$ cat config.mk
export PLATFORM = sky130hd
export DESIGN_NAME = gtx_rst_seq_flat
export DESIGN_NICKNAME = d
export VERILOG_FILES = /design/src/rtl/gtx_rst_seq_if.sv /design/src/rtl/gtx_rst_seq.sv /design/src/flat_wrapper.sv
export SDC_FILE = /design/constraint.sdc
export NUM_CORES = 1
export LEC_CHECK = 0
export CAP_MARGIN = 30
export CORE_MARGIN = 1
export CORE_UTILIZATION = 59
export DETAILED_ROUTE_END_ITERATION = 10
export PLACE_DENSITY = 0.8
export REMOVE_ABC_BUFFERS = 1
export SLEW_MARGIN = 10
export SYNTH_ARGS = -nofsm -noshare
export SYNTH_HDL_FRONTEND = slang
export SYNTH_SLANG_ARGS = --single-unit
$ cat constraint.sdc
create_clock -name REFCLK -period 4.9 [get_ports REFCLK]
set_input_delay 0.98 -clock REFCLK [delete_from_list [all_inputs] [get_ports REFCLK]]
set_output_delay 0.98 -clock REFCLK [all_outputs]
set_load 0.05 [all_outputs]
$ cat src/rtl/gtx_rst_seq_if.sv
// GTX reset-sequencer signal bundle: lane status inputs and the
// per-lane pulse/status outputs driven by the sequencer.
interface gtx_rst_seq_if #(
  parameter int LANES = 4
);
  logic               RESTART;
  logic [LANES-1:0]   TXPLLKDET;
  logic [LANES-1:0]   TXRESETDONE;
  logic [LANES-1:0]   GTXTEST1;
  logic [LANES-1:0]   GTXRESET;
  logic [LANES-1:0]   LANE_READY;
  logic [LANES-1:0]   LANE_FAIL;
  logic               ALL_READY;
  logic [4*LANES-1:0] RETRY_CNT;

  modport master (
    input  RESTART,
    input  TXPLLKDET,
    input  TXRESETDONE,
    output GTXTEST1,
    output GTXRESET,
    output LANE_READY,
    output LANE_FAIL,
    output ALL_READY,
    output RETRY_CNT
  );

  modport slave (
    output RESTART,
    output TXPLLKDET,
    output TXRESETDONE,
    input  GTXTEST1,
    input  GTXRESET,
    input  LANE_READY,
    input  LANE_FAIL,
    input  ALL_READY,
    input  RETRY_CNT
  );
endinterface

$ cat src/rtl/gtx_rst_seq.sv
// Multi-lane GTX post-lock sequencer: settle, GTXTEST1 pulse,
// reset-done check with timeout and GTXRESET retries.
module gtx_rst_seq #(
  parameter int LANES          = 4,
  parameter int CNT_W          = 16,
  parameter int WAIT_CYCLES    = 1023,
  parameter int PULSE_CYCLES   = 256,
  parameter int TIMEOUT_CYCLES = 4096,
  parameter int GTXRST_CYCLES  = 8,
  parameter int MAX_RETRY      = 3
) (
  input logic           REFCLK,
  input logic           RESET,
  gtx_rst_seq_if.master bus
);
  typedef enum logic [2:0] {
    WAIT_LOCK, SETTLE, PULSE, CHECK,
    GTXRST, READY, FAILED
  } state_t;

  localparam logic [CNT_W-1:0] WAIT_T =
    CNT_W'(WAIT_CYCLES - 1);
  localparam logic [CNT_W-1:0] PULSE_T =
    CNT_W'(PULSE_CYCLES - 1);
  localparam logic [CNT_W-1:0] TIME_T =
    CNT_W'(TIMEOUT_CYCLES - 1);
  localparam logic [CNT_W-1:0] GRST_T =
    CNT_W'(GTXRST_CYCLES - 1);
  localparam logic [3:0] RETRY_MAX = 4'(MAX_RETRY);
  localparam logic [CNT_W-1:0] ONE = CNT_W'(1);

  state_t           st    [LANES];
  state_t           st_n  [LANES];
  logic [CNT_W-1:0] cnt   [LANES];
  logic [CNT_W-1:0] cnt_n [LANES];
  logic [3:0]       rty   [LANES];
  logic [3:0]       rty_n [LANES];

  logic [LANES-1:0]   test_q;
  logic [LANES-1:0]   grst_q;
  logic [LANES-1:0]   rdy_q;
  logic [LANES-1:0]   fail_q;
  logic               all_q;
  logic [4*LANES-1:0] rty_flat;

  always_comb begin
    for (int i = 0; i < LANES; i++) begin
      st_n[i]  = st[i];
      cnt_n[i] = cnt[i];
      rty_n[i] = rty[i];
      if (bus.RESTART) begin
        st_n[i]  = WAIT_LOCK;
        cnt_n[i] = '0;
        rty_n[i] = '0;
      end else begin
        unique case (st[i])
          WAIT_LOCK: begin
            cnt_n[i] = '0;
            if (bus.TXPLLKDET[i]) st_n[i] = SETTLE;
          end
          SETTLE: begin
            if (!bus.TXPLLKDET[i]) begin
              st_n[i]  = WAIT_LOCK;
              cnt_n[i] = '0;
            end else if (cnt[i] == WAIT_T) begin
              st_n[i]  = PULSE;
              cnt_n[i] = '0;
            end else begin
              cnt_n[i] = cnt[i] + ONE;
            end
          end
          PULSE: begin
            if (!bus.TXPLLKDET[i]) begin
              st_n[i]  = WAIT_LOCK;
              cnt_n[i] = '0;
            end else if (cnt[i] == PULSE_T) begin
              st_n[i]  = CHECK;
              cnt_n[i] = '0;
            end else begin
              cnt_n[i] = cnt[i] + ONE;
            end
          end
          CHECK: begin
            if (!bus.TXPLLKDET[i]) begin
              st_n[i]  = WAIT_LOCK;
              cnt_n[i] = '0;
            end else if (bus.TXRESETDONE[i]) begin
              st_n[i]  = READY;
              cnt_n[i] = '0;
            end else if (cnt[i] == TIME_T) begin
              cnt_n[i] = '0;
              if (rty[i] < RETRY_MAX) begin
                st_n[i]  = GTXRST;
                rty_n[i] = rty[i] + 4'd1;
              end else begin
                st_n[i] = FAILED;
              end
            end else begin
              cnt_n[i] = cnt[i] + ONE;
            end
          end
          // lock is deliberately ignored while the GTX is held in reset
          GTXRST: begin
            if (cnt[i] == GRST_T) begin
              st_n[i]  = WAIT_LOCK;
              cnt_n[i] = '0;
            end else begin
              cnt_n[i] = cnt[i] + ONE;
            end
          end
          READY: begin
            if (!bus.TXPLLKDET[i] || !bus.TXRESETDONE[i])
              st_n[i] = WAIT_LOCK;
          end
          FAILED: st_n[i] = FAILED;
          default: begin
            st_n[i]  = WAIT_LOCK;
            cnt_n[i] = '0;
          end
        endcase
      end
    end
  end

  always_ff @(posedge REFCLK or posedge RESET) begin
    if (RESET) begin
      for (int i = 0; i < LANES; i++) begin
        st[i]  <= WAIT_LOCK;
        cnt[i] <= '0;
        rty[i] <= '0;
      end
      test_q <= '0;
      grst_q <= '0;
      rdy_q  <= '0;
      fail_q <= '0;
      all_q  <= 1'b0;
    end else begin
      for (int i = 0; i < LANES; i++) begin
        st[i]     <= st_n[i];
        cnt[i]    <= cnt_n[i];
        rty[i]    <= rty_n[i];
        test_q[i] <= (st_n[i] == PULSE);
        grst_q[i] <= (st_n[i] == GTXRST);
        rdy_q[i]  <= (st_n[i] == READY);
        fail_q[i] <= (st_n[i] == FAILED);
      end
      all_q <= &rdy_q;
    end
  end

  always_comb begin
    rty_flat = '0;
    for (int i = 0; i < LANES; i++)
      rty_flat[4*i +: 4] = rty[i];
  end

  assign bus.GTXTEST1   = test_q;
  assign bus.GTXRESET   = grst_q;
  assign bus.LANE_READY = rdy_q;
  assign bus.LANE_FAIL  = fail_q;
  assign bus.ALL_READY  = all_q;
  assign bus.RETRY_CNT  = rty_flat;
endmodule

$ cat src/flat_wrapper.sv
// flat-port wrapper written by rule: the top's interface ports become plain ports
module gtx_rst_seq_flat 
#(
  parameter int LANES          = 4,
  parameter int CNT_W          = 16,
  parameter int WAIT_CYCLES    = 1023,
  parameter int PULSE_CYCLES   = 256,
  parameter int TIMEOUT_CYCLES = 4096,
  parameter int GTXRST_CYCLES  = 8,
  parameter int MAX_RETRY      = 3
)
  (REFCLK, RESET, bus_RESTART, bus_TXPLLKDET, bus_TXRESETDONE, bus_GTXTEST1, bus_GTXRESET, bus_LANE_READY, bus_LANE_FAIL, bus_ALL_READY, bus_RETRY_CNT);
  gtx_rst_seq_if #(.LANES(LANES)) bus_i ();
  input logic REFCLK;
  input logic RESET;
  input wire logic [$bits(bus_i.RESTART)-1:0] bus_RESTART;
  input wire logic [$bits(bus_i.TXPLLKDET)-1:0] bus_TXPLLKDET;
  input wire logic [$bits(bus_i.TXRESETDONE)-1:0] bus_TXRESETDONE;
  output wire logic [$bits(bus_i.GTXTEST1)-1:0] bus_GTXTEST1;
  output wire logic [$bits(bus_i.GTXRESET)-1:0] bus_GTXRESET;
  output wire logic [$bits(bus_i.LANE_READY)-1:0] bus_LANE_READY;
  output wire logic [$bits(bus_i.LANE_FAIL)-1:0] bus_LANE_FAIL;
  output wire logic [$bits(bus_i.ALL_READY)-1:0] bus_ALL_READY;
  output wire logic [$bits(bus_i.RETRY_CNT)-1:0] bus_RETRY_CNT;
  assign bus_i.RESTART = bus_RESTART;
  assign bus_i.TXPLLKDET = bus_TXPLLKDET;
  assign bus_i.TXRESETDONE = bus_TXRESETDONE;
  assign bus_GTXTEST1 = bus_i.GTXTEST1;
  assign bus_GTXRESET = bus_i.GTXRESET;
  assign bus_LANE_READY = bus_i.LANE_READY;
  assign bus_LANE_FAIL = bus_i.LANE_FAIL;
  assign bus_ALL_READY = bus_i.ALL_READY;
  assign bus_RETRY_CNT = bus_i.RETRY_CNT;
  gtx_rst_seq #(.LANES(LANES), .CNT_W(CNT_W), .WAIT_CYCLES(WAIT_CYCLES), .PULSE_CYCLES(PULSE_CYCLES), .TIMEOUT_CYCLES(TIMEOUT_CYCLES), .GTXRST_CYCLES(GTXRST_CYCLES), .MAX_RETRY(MAX_RETRY)) u_core (.REFCLK(REFCLK), .RESET(RESET), .bus(bus_i));
endmodule
### Word level (Yosys, flattened, before mapping)

Cells that the tools add are included.

| storage, ports and cells | value |
|---|---|
| output and inout port bits | 33 |
| bits in latches | 0 |
| memories kept | 0 |
| bits in writable memories | 0 |
| input bits | 11 |
| logic and storage cells | 250 |
| register bits after elaboration | 109 |
| ROM bits | 0 |

| cells by class | value |
|---|---|
| order comparisons | 4 |
| bitwise gates (word level) | 0 |
| reductions and logical operators | 41 |
| muxes and demuxes | 116 |
| add/subtract/negate cells | 8 |
| div/mod/pow operators | 0 |
| $mul | 0 |
| shifts and indexed selects | 0 |
| equal/unequal tests | 64 |

Operators by type and width:

| cell | number |
|---|---|
| two-way mux 16 bit | 36 |
| case mux 16 bit (5 select lines) | 4 |
| two-way mux 3 bit | 44 |
| two-way mux 4 bit | 24 |
| case mux 3 bit (7 select lines) | 4 |
| equality test 3 bit (second input constant) | 24 |
| adder 16 x 1 -> 16 bit (second input constant) | 4 |
| equality test 16 x 10 -> 1 bit (second input constant) | 4 |
| equality test 16 x 12 -> 1 bit (second input constant) | 4 |
| equality test 16 x 3 -> 1 bit (second input constant) | 4 |
| equality test 16 x 8 -> 1 bit (second input constant) | 4 |
| equality test 3 x 2 -> 1 bit (second input constant) | 12 |
| nonzero test 2 bit | 16 |
| AND reduction 5 bit | 4 |
| adder 4 x 1 -> 4 bit (second input constant) | 4 |
| < comparator 4 x 2 -> 1 bit (second input constant) | 4 |
| equality test 3 x 1 -> 1 bit (second input constant) | 4 |
| zero test 3 bit | 4 |
| zero test 1 bit | 8 |
| two-way mux 2 bit | 4 |
| != test 2 x 1 -> 1 bit (second input constant) | 4 |
| != test 2 bit (second input constant) | 4 |
| OR reduction 2 bit | 4 |
| logical OR 1 bit | 4 |
| AND reduction 4 bit | 1 |

### Depth between registers and ports, before layout

Gate-level depths: netlist of the first run.

| logic depth | value |
|---|---|
| depth after elaboration | 8 |
| gate-level depth with buffers | 10 |
| gate-level depth less buffers | 8 |

### Worst setup path before layout of the first run

Ideal clock, no wire load.

| path | value |
|---|---|
| path type | input to register |
| from | in bus_TXPLLKDET[1] |
| to | reg u_core.cnt[37] in the netlist's numbering |
| slack | 2,458 ps |
| arrival time | 2,376 ps |
| cell stages on the path | 6 |
| path buffers | 1 |
| library setup time | 66 ps |
| required time | 4,834 ps |
| path through | nand2_1 -> or4_1 -> a41oi_1 -> clkbuf_1 -> a21o_1 -> a22o_1 |

| between the ends | value |
|---|---|
| word-level cells in the longest chain between the ends | 3 |
| elaborated cells on any way between the ends | 5 |
| those cells by class | mux: 5 |

RTL lines:

| item | RTL line | RTL |
|---|---|---|
| start, declared | flat_wrapper.sv:17 | `input wire logic [$bits(bus_i.TXPLLKDET)-1:0] bus_TXPLLKDET;` |
| two-way mux 16 bit, on equally long branches | gtx_rst_seq.sv:84, gtx_rst_seq.sv:62, gtx_rst_seq.sv:73 |  |
| case mux 16 bit (5 select lines) (*) | gtx_rst_seq.sv:56 | `unique case (st[i])` |
| two-way mux 16 bit (*) | gtx_rst_seq.sv:51 | `if (bus.RESTART) begin` |
| end signal, assigned by index | gtx_rst_seq.sv:140 | `cnt[i] <= cnt_n[i];` |
| end, declared | gtx_rst_seq.sv:34 | `logic [CNT_W-1:0] cnt [LANES];` |

Mark *: on every way between the ends. The rest lies on a longest branch, timed or not.
A chain may end at the register's enable or synchronous reset.

### Worst setup path in the final report of the first run

| path | value |
|---|---|
| from | in bus_TXPLLKDET[1] |
| to | reg u_core.cnt[47] in the netlist's numbering |

Same word-level chain as after synthesis.

==> results of run 1 <==
==> per-layer routing <==
metal / wire length [um] / global-route usage, %
met5: 0 / 0
met4: 164 / 7.143
met3: 786 / 6.301
met2: 6633 / 42.76
met1: 6223 / 34.37
==> state kept, by name (all words and copies together) (netlist names) <==
name,count
u_core.bus.LANE_READY,4
u_core.cnt,64
u_core.bus.LANE_FAIL,4
u_core.bus.GTXRESET,4
u_core.bus.GTXTEST1,4
u_core.st,12
u_core.bus.ALL_READY,1
u_core.bus.RETRY_CNT,16
==> power by group <==
group | switching [mW] | internal (mW) | total, mW | leakage [nW]
clock network | 0.306 | 0.227 | 0.533 | 0.0994
registers | 0.00464 | 0.901 | 0.906 | 1.52
logic | 0.0440 | 0.0214 | 0.0653 | 1.44
==> final cells by class <==
class,instances,area [sq um]
timing repair buffer,49,479.2
tap,136,170.2
multi-input combinational,526,3296
fill,837,3382
clock inverter,3,18.77
sequential,109,2728
clock buffer,13,168.9
inverter,21,81.33
==> per-stage QoR <==
step / area, sq um / hold slack, ns / instances / power, mW
floorplan: 6102 / 0.4901 / 656 / 0.9609
global placement: 6743 / 0.5108 / 840 / 0.9860
detailed placement: 6743 / 0.5161 / 840 / 0.9891
CTS: 6930 / 0.5413 / 856 / 1.516
global route: 6942 / 0.5580 / 857 / 1.555
finish: 6942 / 0.5445 / 857 / 1.504
==> worst paths after layout <==
kind,from,to,slack [ns],cells after the start
worst max-delay path,bus_TXPLLKDET[1],u_core.cnt[47],1.59,6
worst min-delay path,u_core.bus.RETRY_CNT[6],u_core.bus.RETRY_CNT[6],0.54,1
worst max register to register,u_core.cnt[32],u_core.cnt[37],1.88,9
worst min register to register,u_core.bus.RETRY_CNT[6],u_core.bus.RETRY_CNT[6],0.54,1
max in group asynchronous,RESET,u_core.cnt[31],3.00,3
min in group asynchronous,RESET,u_core.cnt[34],0.97,2
==> layout by cell type (no fill, tap or decap), types with 3 or more instances in the layout <==
cell type	count
a22o_1	15
nand2b_1	6
or4_1	6
nor3b_1	7
o21ai_0	25
o311ai_0	8
a21o_1	18
clkbuf_8	12
nor4b_1	3
or4_4	3
nor3_1	20
mux2i_1	8
dfrtp_1	109
or4bb_1	3
nand4b_1	3
and4_1	5
clkdlybuf4s50_1	43
nand3_1	54
buf_4	5
nand4_1	24
o31ai_1	7
and2_1	11
and3_1	15
a21oi_1	17
xor2_1	11
a31oi_1	10
xnor2_1	3
ha_1	12
nand2_1	68
nand3b_1	4
or3_1	8
nor4_1	13
a221o_1	3
inv_1	20
nor2b_1	19
or2_2	5
nor2_1	62
==> cells by family (layout without fill, tap and decap cells) <==
group	Yosys count	after routing	share of synthesized area, %
buffers and inverters	51	86	3.874
DFF	109	109	43.53
AOI/OAI and AO/OA	138	138	16.13
adders and majority gates	12	12	2.396
muxes	9	9	1.458
xor gates and xnor gates	14	14	1.957
and+or+nand+nor	353	353	30.65
==> flow_summary_export.csv, run 1 <==
group,metric,value,unit
logic_synthesis,synth-main-ff-cell,"dfrtp_1",
sta,worst_clock_skew,0.01485,ns
die,fp-row-count,37,
critical_path,worstPathArrival,3.59,ns
sta,min_period,3.313,ns
route,vias_per_cell,6.340,
sta,setup_tns,0,ns
sta,period_share,67.61,%
logic_synthesis,synth_common_cells,"dfrtp_1 (109), nand2_1 (68), nor2_1 (62), nand3_1 (54), o21ai_0 (25)",
logic_synthesis,synth-seq-cells,109,
clock_network,cts_tree,"built",
global_route,grt_pass1_wl,23110,um
critical_path,cp_cell_sequence,"clkdlybuf4s50_1 -> nand2_1 -> or4_1 -> a41oi_1 -> inv_1 -> o311ai_0",
clock_network,post_cts_buffers,0,
sta,fmax,301.9,MHz
die,die_area,11040,sq um
global_route,first_global_vias,4981,
critical_path,slowest_delay,0.78,ns
logic_synthesis,synth_area,6266,sq um
critical_path,crit_buf_inv,2,
clock_network,root_buffer,"clkbuf_8",
worst_hold_path,hold_path_class,"reg2reg",
sta,rsz0062_at_grt,"false",
logic_synthesis,seq_area_frac_synth,43.53,%
sta,worst_pin_slew,1.040,ns
cells_and_area,synthToLayoutAreaGrowth,10.78,%
pwr,p_leak,3.058,nW
sta,finalSetupViolations,0,
clock_network,clock_latency,0.39,ns
die,fp.coreArea,10320,sq um
logic_synthesis,synth.largest_area_cell,"dfrtp_1",
clock_network,clk_pin_slew,0.10,ns
placement,dpl.hpwl,9640,um
clock_network,cts_buffer_depth,2,
clock_network,post_cts_resized,0,
clock_network,holdBufCountCts,0,
sta,slew_headroom,30.36,%
global_route,grt_max_degree,44,
placement,io_buffers,43,
critical_path,cp_max_fo,11,
clock_network,h-tree-depth,3,
critical_path,cp.required,5.18,ns
route,drc_errors,0,
global_route,grtUsageTotal,26.01,%
logic_synthesis,ys_warn_count,0,
logic_synthesis,synth_edf_count,0,
pwr,powerDensity,216.6,nW/um^2
die,fp.dieH,105.1,um
run,drv_cap,0,
cells_and_area,drive_gt1_share,6.935,%
logic_synthesis,avgSynthCellArea,9.134,sq um
logic_synthesis,async_flop_share,100.0,%
cells_and_area,final_nets,739,
die,chipWidth,105.1,um
placement,post-place-ws,1.257,ns
critical_path,end_kind,"register",
die,io_pins,44,
critical_path,crit_family,"compound AO/OA/AOI/OAI gates",
route,drt_iter0_drc,289,
placement,gp_congestion,0.9263,
pwr,vdd_drop_max,0.0002121,V
route,routedWlPerCell,16.11,um
die,initial_core_util,60.70,%
clock_network,numCtsBuffers,9,
logic_synthesis,synth.top_cell.area_share,43.53,%
cells_and_area,diodes,0,
route,drtAntennaViolNets,0,
run_status,status,"complete, no violations",
logic_synthesis,synth.most_common_cell,"dfrtp_1",
logic_synthesis,synth_top_cells_by_area,"dfrtp_1 (44%), nand3_1 (4.3%), nand2_1 (4.1%)",
global_route,grt.overflow.total,0,
critical_path,crit_path_start_kind,"primary input",
route,via_count,5433,
logic_synthesis,syn_inst,686,
global_route,antenna_found_initial,0,
logic_synthesis,ys_types,78,
route,drtPass1Iterations,5,
sta,hold_viol,0,
route,drt-total-wl,13810,um
sta,drv_slew,0,
clock_network,numClockSinks,109,
sta,finalWorstSetupSlack,1.587,ns
critical_path,slowest_stage,"a41oi_1",
cells_and_area,final_core_util,67.24,%
critical_path,path_class,"in2reg",
(Power assumes the default switching activity.)
==> run 2, diff against run 1 <==
--- a/config.mk
+++ b/config.mk
@@ -7,9 +7,9 @@
 export LEC_CHECK = 0
 export CAP_MARGIN = 30
 export CORE_MARGIN = 1
-export CORE_UTILIZATION = 59
+export CORE_UTILIZATION = 54
 export DETAILED_ROUTE_END_ITERATION = 10
-export PLACE_DENSITY = 0.8
+export PLACE_DENSITY = 0.77
 export REMOVE_ABC_BUFFERS = 1
 export SLEW_MARGIN = 10
 export SYNTH_ARGS = -nofsm -noshare
==> constraint.sdc (replaced) <==
create_clock -name REFCLK -period 2.75 [get_ports REFCLK]
set_input_delay 0.55 -clock REFCLK [delete_from_list [all_inputs] [get_ports REFCLK]]
set_output_delay 0.55 -clock REFCLK [all_outputs]
set_load 0.05 [all_outputs]
==> flow_summary_export.csv, run 2 (synthesized netlist as in run 1, its figures left out) <==
group,metric,value,unit
run_status,status,"complete, no violations",
run,drv_cap,0,
sta,finalSetupViolations,0,
pwr,powerDensity,412.5,nW/um^2
die,fp.dieH,109.7,um
sta,period_share,96.82,%
global_route,grt.overflow.total,0,
clock_network,clock_latency,0.35,ns
clock_network,h-tree-depth,3,
cells_and_area,diodes,0,
sta,fmax,375.6,MHz
placement,gp_congestion,0.8751,
cells_and_area,synthToLayoutAreaGrowth,14.20,%
die,die_area,12040,sq um
worst_hold_path,min_from,"u_core.bus.RETRY_CNT[7]",
cells_and_area,mostFrequentLayoutCells,"dfrtp_1 (109), nand2_1 (68), nor2_1 (62)",
route,drt_iter0_drc,364,
die,io_pins,44,
pwr,vdd_drop_max,0.0004039,V
route,routedWlPerCell,16.05,um
route,drc_errors,0,
clock_network,cts_tree,"built",
cells_and_area,regMostFlops,"u_core.cnt",
global_route,grt_pass1_wl,23200,um
global_route,antenna_found_initial,0,
clock_network,numCtsBuffers,9,
critical_path,cp_max_fo,17,
sta,worst_clock_skew,0.009932,ns
critical_path,cp_cell_sequence,"or4_1 -> or4b_1 -> a22oi_2 -> a31o_2 -> nor3b_1 -> a211o_1",
die,fp-row-count,38,
clock_network,cts_buffer_depth,2,
sta,drv_slew,0,
global_route,first_global_vias,5167,
sta,worst_pin_slew,0.6015,ns
worst_hold_path,hold_path_class,"reg2reg",
cells_and_area,final_common_cell,"dfrtp_1",
route,drt-total-wl,14000,um
cells_and_area,stdcell_area,7156,sq um
sta,rsz0062_at_grt,"true",
critical_path,slowest_stage,"or4_1",
cells_and_area,largest_register_ffs,64,
sta,hold_viol,0,
critical_path,path_class,"reg2reg",
critical_path,end_kind,"register",
critical_path,slowest_delay,0.60,ns
route,vias_per_cell,6.162,
cells_and_area,final_core_util,64.59,%
pwr,p_leak,3.167,nW
route,via_count,5373,
route,drtPass1Iterations,7,
die,chipWidth,109.7,um
cells_and_area,drive_gt1_share,8.470,%
die,fp.coreArea,11080,sq um
global_route,grtUsageTotal,24.64,%
critical_path,crit_path_start,"u_core.cnt[29]",
placement,dpl.hpwl,9733,um
clock_network,clk_pin_slew,0.07,ns
critical_path,worstPathArrival,2.90,ns
route,drtAntennaViolNets,0,
clock_network,post_cts_buffers,0,
critical_path,crit_path_start_kind,"register",
clock_network,numClockSinks,109,
sta,slew_headroom,59.90,%
cells_and_area,final_nets,752,
sta,min_period,2.663,ns
critical_path,crit-reg2reg-launch,"u_core.cnt[29]",
global_route,grt_max_degree,47,
placement,placed_area,6870,sq um
placement,io_buffers,43,
critical_path,cp.required,2.99,ns
clock_network,root_buffer,"clkbuf_16",
die,initial_core_util,56.56,%
[run 2: changes by cell type in the layout (fill, tap and decap cells not counted), sizes merged]
| cell | before | now |
|---|---|---|
| buf | 6 | 19 |
| clkbuf | 13 | 12 |
| clkinv | 3 | 2 |
[run 2: metal layers]
layer  share of wire [%]  GRT usage, %
met1                  45         30.49
met2                  49         41.96
met3                 4.1         5.631
met4                 1.7         9.143
met5                   0             0
[run 2: cell type report]
cell class                      instances  area, sq um
Multi-Input combinational cell        526         3309
Sequential cell                       109         2728
Fill cell                             889         3923
Clock inverter                          2        10.01
Clock buffer                           12        256.5
Timing Repair Buffer                   62        595.6
Inverter                               21        81.33
Tap cell                              140        175.2
[run 2: critical path: cells and delay by family, from the launching register on]
kind,cells,cell delay [ns]
compound gates,3,0.83
simple gates,3,1.29
flops,1,0.43
[run 2: path summary, 6_finish.rpt]
check / end / cells past startpoint / slack [ns]
setup reg to reg: u_core.cnt[18] / 6 / 0.09
max in group asynchronous: u_core.bus.RETRY_CNT[9] / 3 / 1.45
hold / removal: u_core.bus.RETRY_CNT[7] / 1 / 0.54
hold reg to reg: u_core.bus.RETRY_CNT[7] / 1 / 0.54
setup / recovery: u_core.cnt[18] / 6 / 0.09
min in group asynchronous: u_core.bus.RETRY_CNT[6] / 2 / 0.65
[run 2: what timing repair did]
| action | 4_1_cts | 5_1_grt |
|---|---|---|
| resized for setup | 0 | 4 |
| setup endpoints to repair | 0 | 4 |
| hold buffers | 0 | 0 |
[run 2: report_power, final]
group	internal [mW]	switching (mW)
logic	0.0424	0.0818
clock network	0.652	0.561
registers	1.61	0.00851
total	2.30	0.651
[run 2: through the flow]
step                      TNS [ns]  worst slack, ns  power (mW)  cells  hold WS (ns)
after global routing      -0.04170         -0.03392       3.048    872        0.5691
after global placement           0          0.07255       1.763    857        0.5075
after CTS                        0          0.06483       2.981    871        0.5386
after floorplan             -73.58          -0.6739       1.712    656        0.4901
final                            0          0.08743       2.952    872        0.5425
after detailed placement   -0.1140         -0.04233       1.769    857        0.5280
==> run 3, diff against run 2 <==
--- a/config.mk
+++ b/config.mk
@@ -6,8 +6,9 @@
 export NUM_CORES = 1
 export LEC_CHECK = 0
 export CAP_MARGIN = 30
-export CORE_MARGIN = 1
+export CORE_MARGIN = 2
 export CORE_UTILIZATION = 54
+export CTS_CLUSTER_DIAMETER = 200
 export DETAILED_ROUTE_END_ITERATION = 10
 export PLACE_DENSITY = 0.77
 export REMOVE_ABC_BUFFERS = 1
==> flow_summary_export.csv, run 3 (synthesized netlist as in run 1, its figures left out) <==
group,metric,value,unit
run_status,status,"complete, no violations",
run,drv_cap,0,
route,via_count,5501,
cells_and_area,synthToLayoutAreaGrowth,15.06,%
die,die_area,12480,sq um
die,fp-row-count,39,
cells_and_area,drive_gt1_share,9.227,%
sta,fmax,385.9,MHz
sta,min_period,2.591,ns
die,fp.dieH,111.7,um
critical_path,cp_max_fo,7,
cells_and_area,regMostFlops,"u_core.cnt",
cells_and_area,final_common_cell,"dfrtp_1",
sta,drv_slew,0,
route,routedWlPerCell,15.71,um
worst_hold_path,whs_path_depth,1,
pwr,combPwrFrac,4.2,%
clock_network,cts_buffer_depth,2,
clock_network,cts_tree,"built",
critical_path,r2r_slack,0.16,ns
sta,hold_viol,0,
cells_and_area,diodes,0,
placement,io_buffers,43,
global_route,grt.overflow.total,0,
pwr,switching_share,22.69,%
placement,dpl.hpwl,9797,um
critical_path,crit_family,"simple AND/OR/NAND/NOR gates",
die,chipWidth,111.7,um
critical_path,r2r-end,"u_core.cnt[26]",
placement,gp_congestion,0.9094,
critical_path,cp_cell_sequence,"or4_1 -> or4b_1 -> a22oi_2 -> a31oi_2 -> clkbuf_2 -> nand3_1 -> o311ai_0",
clock_network,clock_latency,0.35,ns
sta,setup_tns,0,ns
worst_hold_path,hold_path_class,"reg2reg",
critical_path,worstPathArrival,2.81,ns
clock_network,numCtsBuffers,9,
die,initial_core_util,55.11,%
route,drt_iter0_drc,434,
clock_network,holdBufCountCts,0,
critical_path,crit_path_start_kind,"register",
cells_and_area,fillers,944,
clock_network,post_cts_buffers,0,
cells_and_area,largest_register_ffs,64,
pwr,pwr-share-seq,54.5,%
global_route,grt_max_degree,42,
pwr,powerDensity,410.7,nW/um^2
pwr,internal_power,2.289,mW
critical_path,crit-reg2reg-launch,"u_core.cnt[29]",
worst_hold_path,hold_path_end,"u_core.bus.RETRY_CNT[3]",
worst_hold_path,min_from,"u_core.bus.RETRY_CNT[3]",
route,drtAntennaViolNets,0,
sta,period_share,94.24,%
critical_path,cp.required,2.97,ns
clock_network,clk_pin_slew,0.07,ns
die,io_pins,44,
critical_path,slowest_stage,"or4_1",
critical_path,path_class,"reg2reg",
sta,slew_headroom,65.33,%
critical_path,crit_buf_inv,1,
route,vias_per_cell,6.251,
cells_and_area,mostFrequentLayoutCells,"dfrtp_1 (109), nand2_1 (68), nor2_1 (62)",
sta,worst_pin_slew,0.5153,ns
global_route,antenna_found_initial,0,
global_route,grtUsageTotal,22.87,%
global_route,grt_pass1_wl,23740,um
global_route,first_global_vias,5161,
pwr,vdd_drop_max,0.0002579,V
clock_network,root_buffer,"clkbuf_16",
critical_path,reg2reg_depth,7,
sta,worst_clock_skew,0.005695,ns
pwr,clkPwrFrac,41.3,%
die,fp.coreArea,11370,sq um
critical_path,slowest_delay,0.59,ns
pwr,power_switching,0.6718,mW
placement,dp_cells,863,
route,drc_errors,0,
cells_and_area,final_nets,755,
pwr,p_leak,3.177,nW
cells_and_area,final_cells,880,
critical_path,end_kind,"register",
route,drtPass1Iterations,5,
sta,finalSetupViolations,0,
route,drt-total-wl,13820,um
sta,rsz0062_at_grt,"false",
clock_network,h-tree-depth,3,
clock_network,numClockSinks,109,
==> run 3: cell count changes in the layout (fill, tap and decap cells not counted), sizes merged <==
cell,previous run,this run
buf,19,21
clkinvlp,0,3
==> run 3: timing repair <==
action / in CTS / in global routing
endpoints found under the setup margin: 0 / 14
gates resized for setup: 0 / 5
endpoints found under the hold margin: 0 / 0
==> run 3: worst max path at each step <==
| stage | endpoint | slack (ns) | start | cells after the start |
|---|---|---|---|---|
| 6_report | u_core.cnt[26] | 0.16 | u_core.cnt[29] | 7 |
| 5_1_grt | u_core.cnt[27] | 0.0003 | u_core.cnt[29] | 7 |
| 4_1_cts | u_core.cnt[7] | 0.06 | u_core.cnt[12] | 6 |
| 3_5_place_dp | u_core.cnt[22] | -0.1 | bus_TXPLLKDET[2] | 7 |
| 3_3_place_gp | u_core.cnt[28] | 0.09 | bus_TXPLLKDET[2] | 7 |
| 2_1_floorplan | u_core.bus.ALL_READY | -0.67 | RESET | 1 |
==> run 3: through the flow <==
step / worst slack [ns] / hold WS (ns) / total power, mW / area (sq um) / utilization, %
6_report: 0.1585 / 0.5334 / 2.961 / 7209 / 63.41
5_1_grt: 0.0003315 / 0.5615 / 3.068 / 7209 / 63.41
4_1_cts: 0.05852 / 0.5330 / 2.988 / 7176 / 63.11
3_5_place_dp: -0.09937 / 0.5177 / 1.769 / 6897 / 60.66
3_3_place_gp: 0.09256 / 0.5095 / 1.765 / 6897 / 60.66
2_1_floorplan: -0.6739 / 0.4901 / 1.712 / 6102 / -
==> run 3: metal layers <==
metal | GRT usage (%) | routed length (um)
met5 | 0 | 0
met4 | 7.984 | 237
met1 | 30.79 | 6210
met3 | 3.974 | 672
met2 | 37.62 | 6700
==> run 3: final cells by class <==
| class | instances | area [sq um] | share of cell area (%) |
|---|---|---|---|
| sequential | 109 | 2728 | 37.83 |
| multi-input combinational | 526 | 3324 | 46.11 |
| inverter | 21 | 81.33 | 1.128 |
| clock buffer | 11 | 242.7 | 3.367 |
| tap | 143 | 178.9 | 2.482 |
| clock inverter | 5 | 36.28 | 0.5033 |
| timing repair buffer | 65 | 618.1 | 8.573 |
==> run 3: power groups by stage <==
stage | combinational [mW] | sequential (mW) | clock, mW
finish | 0.123 | 1.61 | 1.22
floorplan | 0.0685 | 1.64 | 0
CTS | 0.124 | 1.61 | 1.25
global placement | 0.120 | 1.64 | 0
detailed placement | 0.123 | 1.65 | 0
global route | 0.139 | 1.62 | 1.31
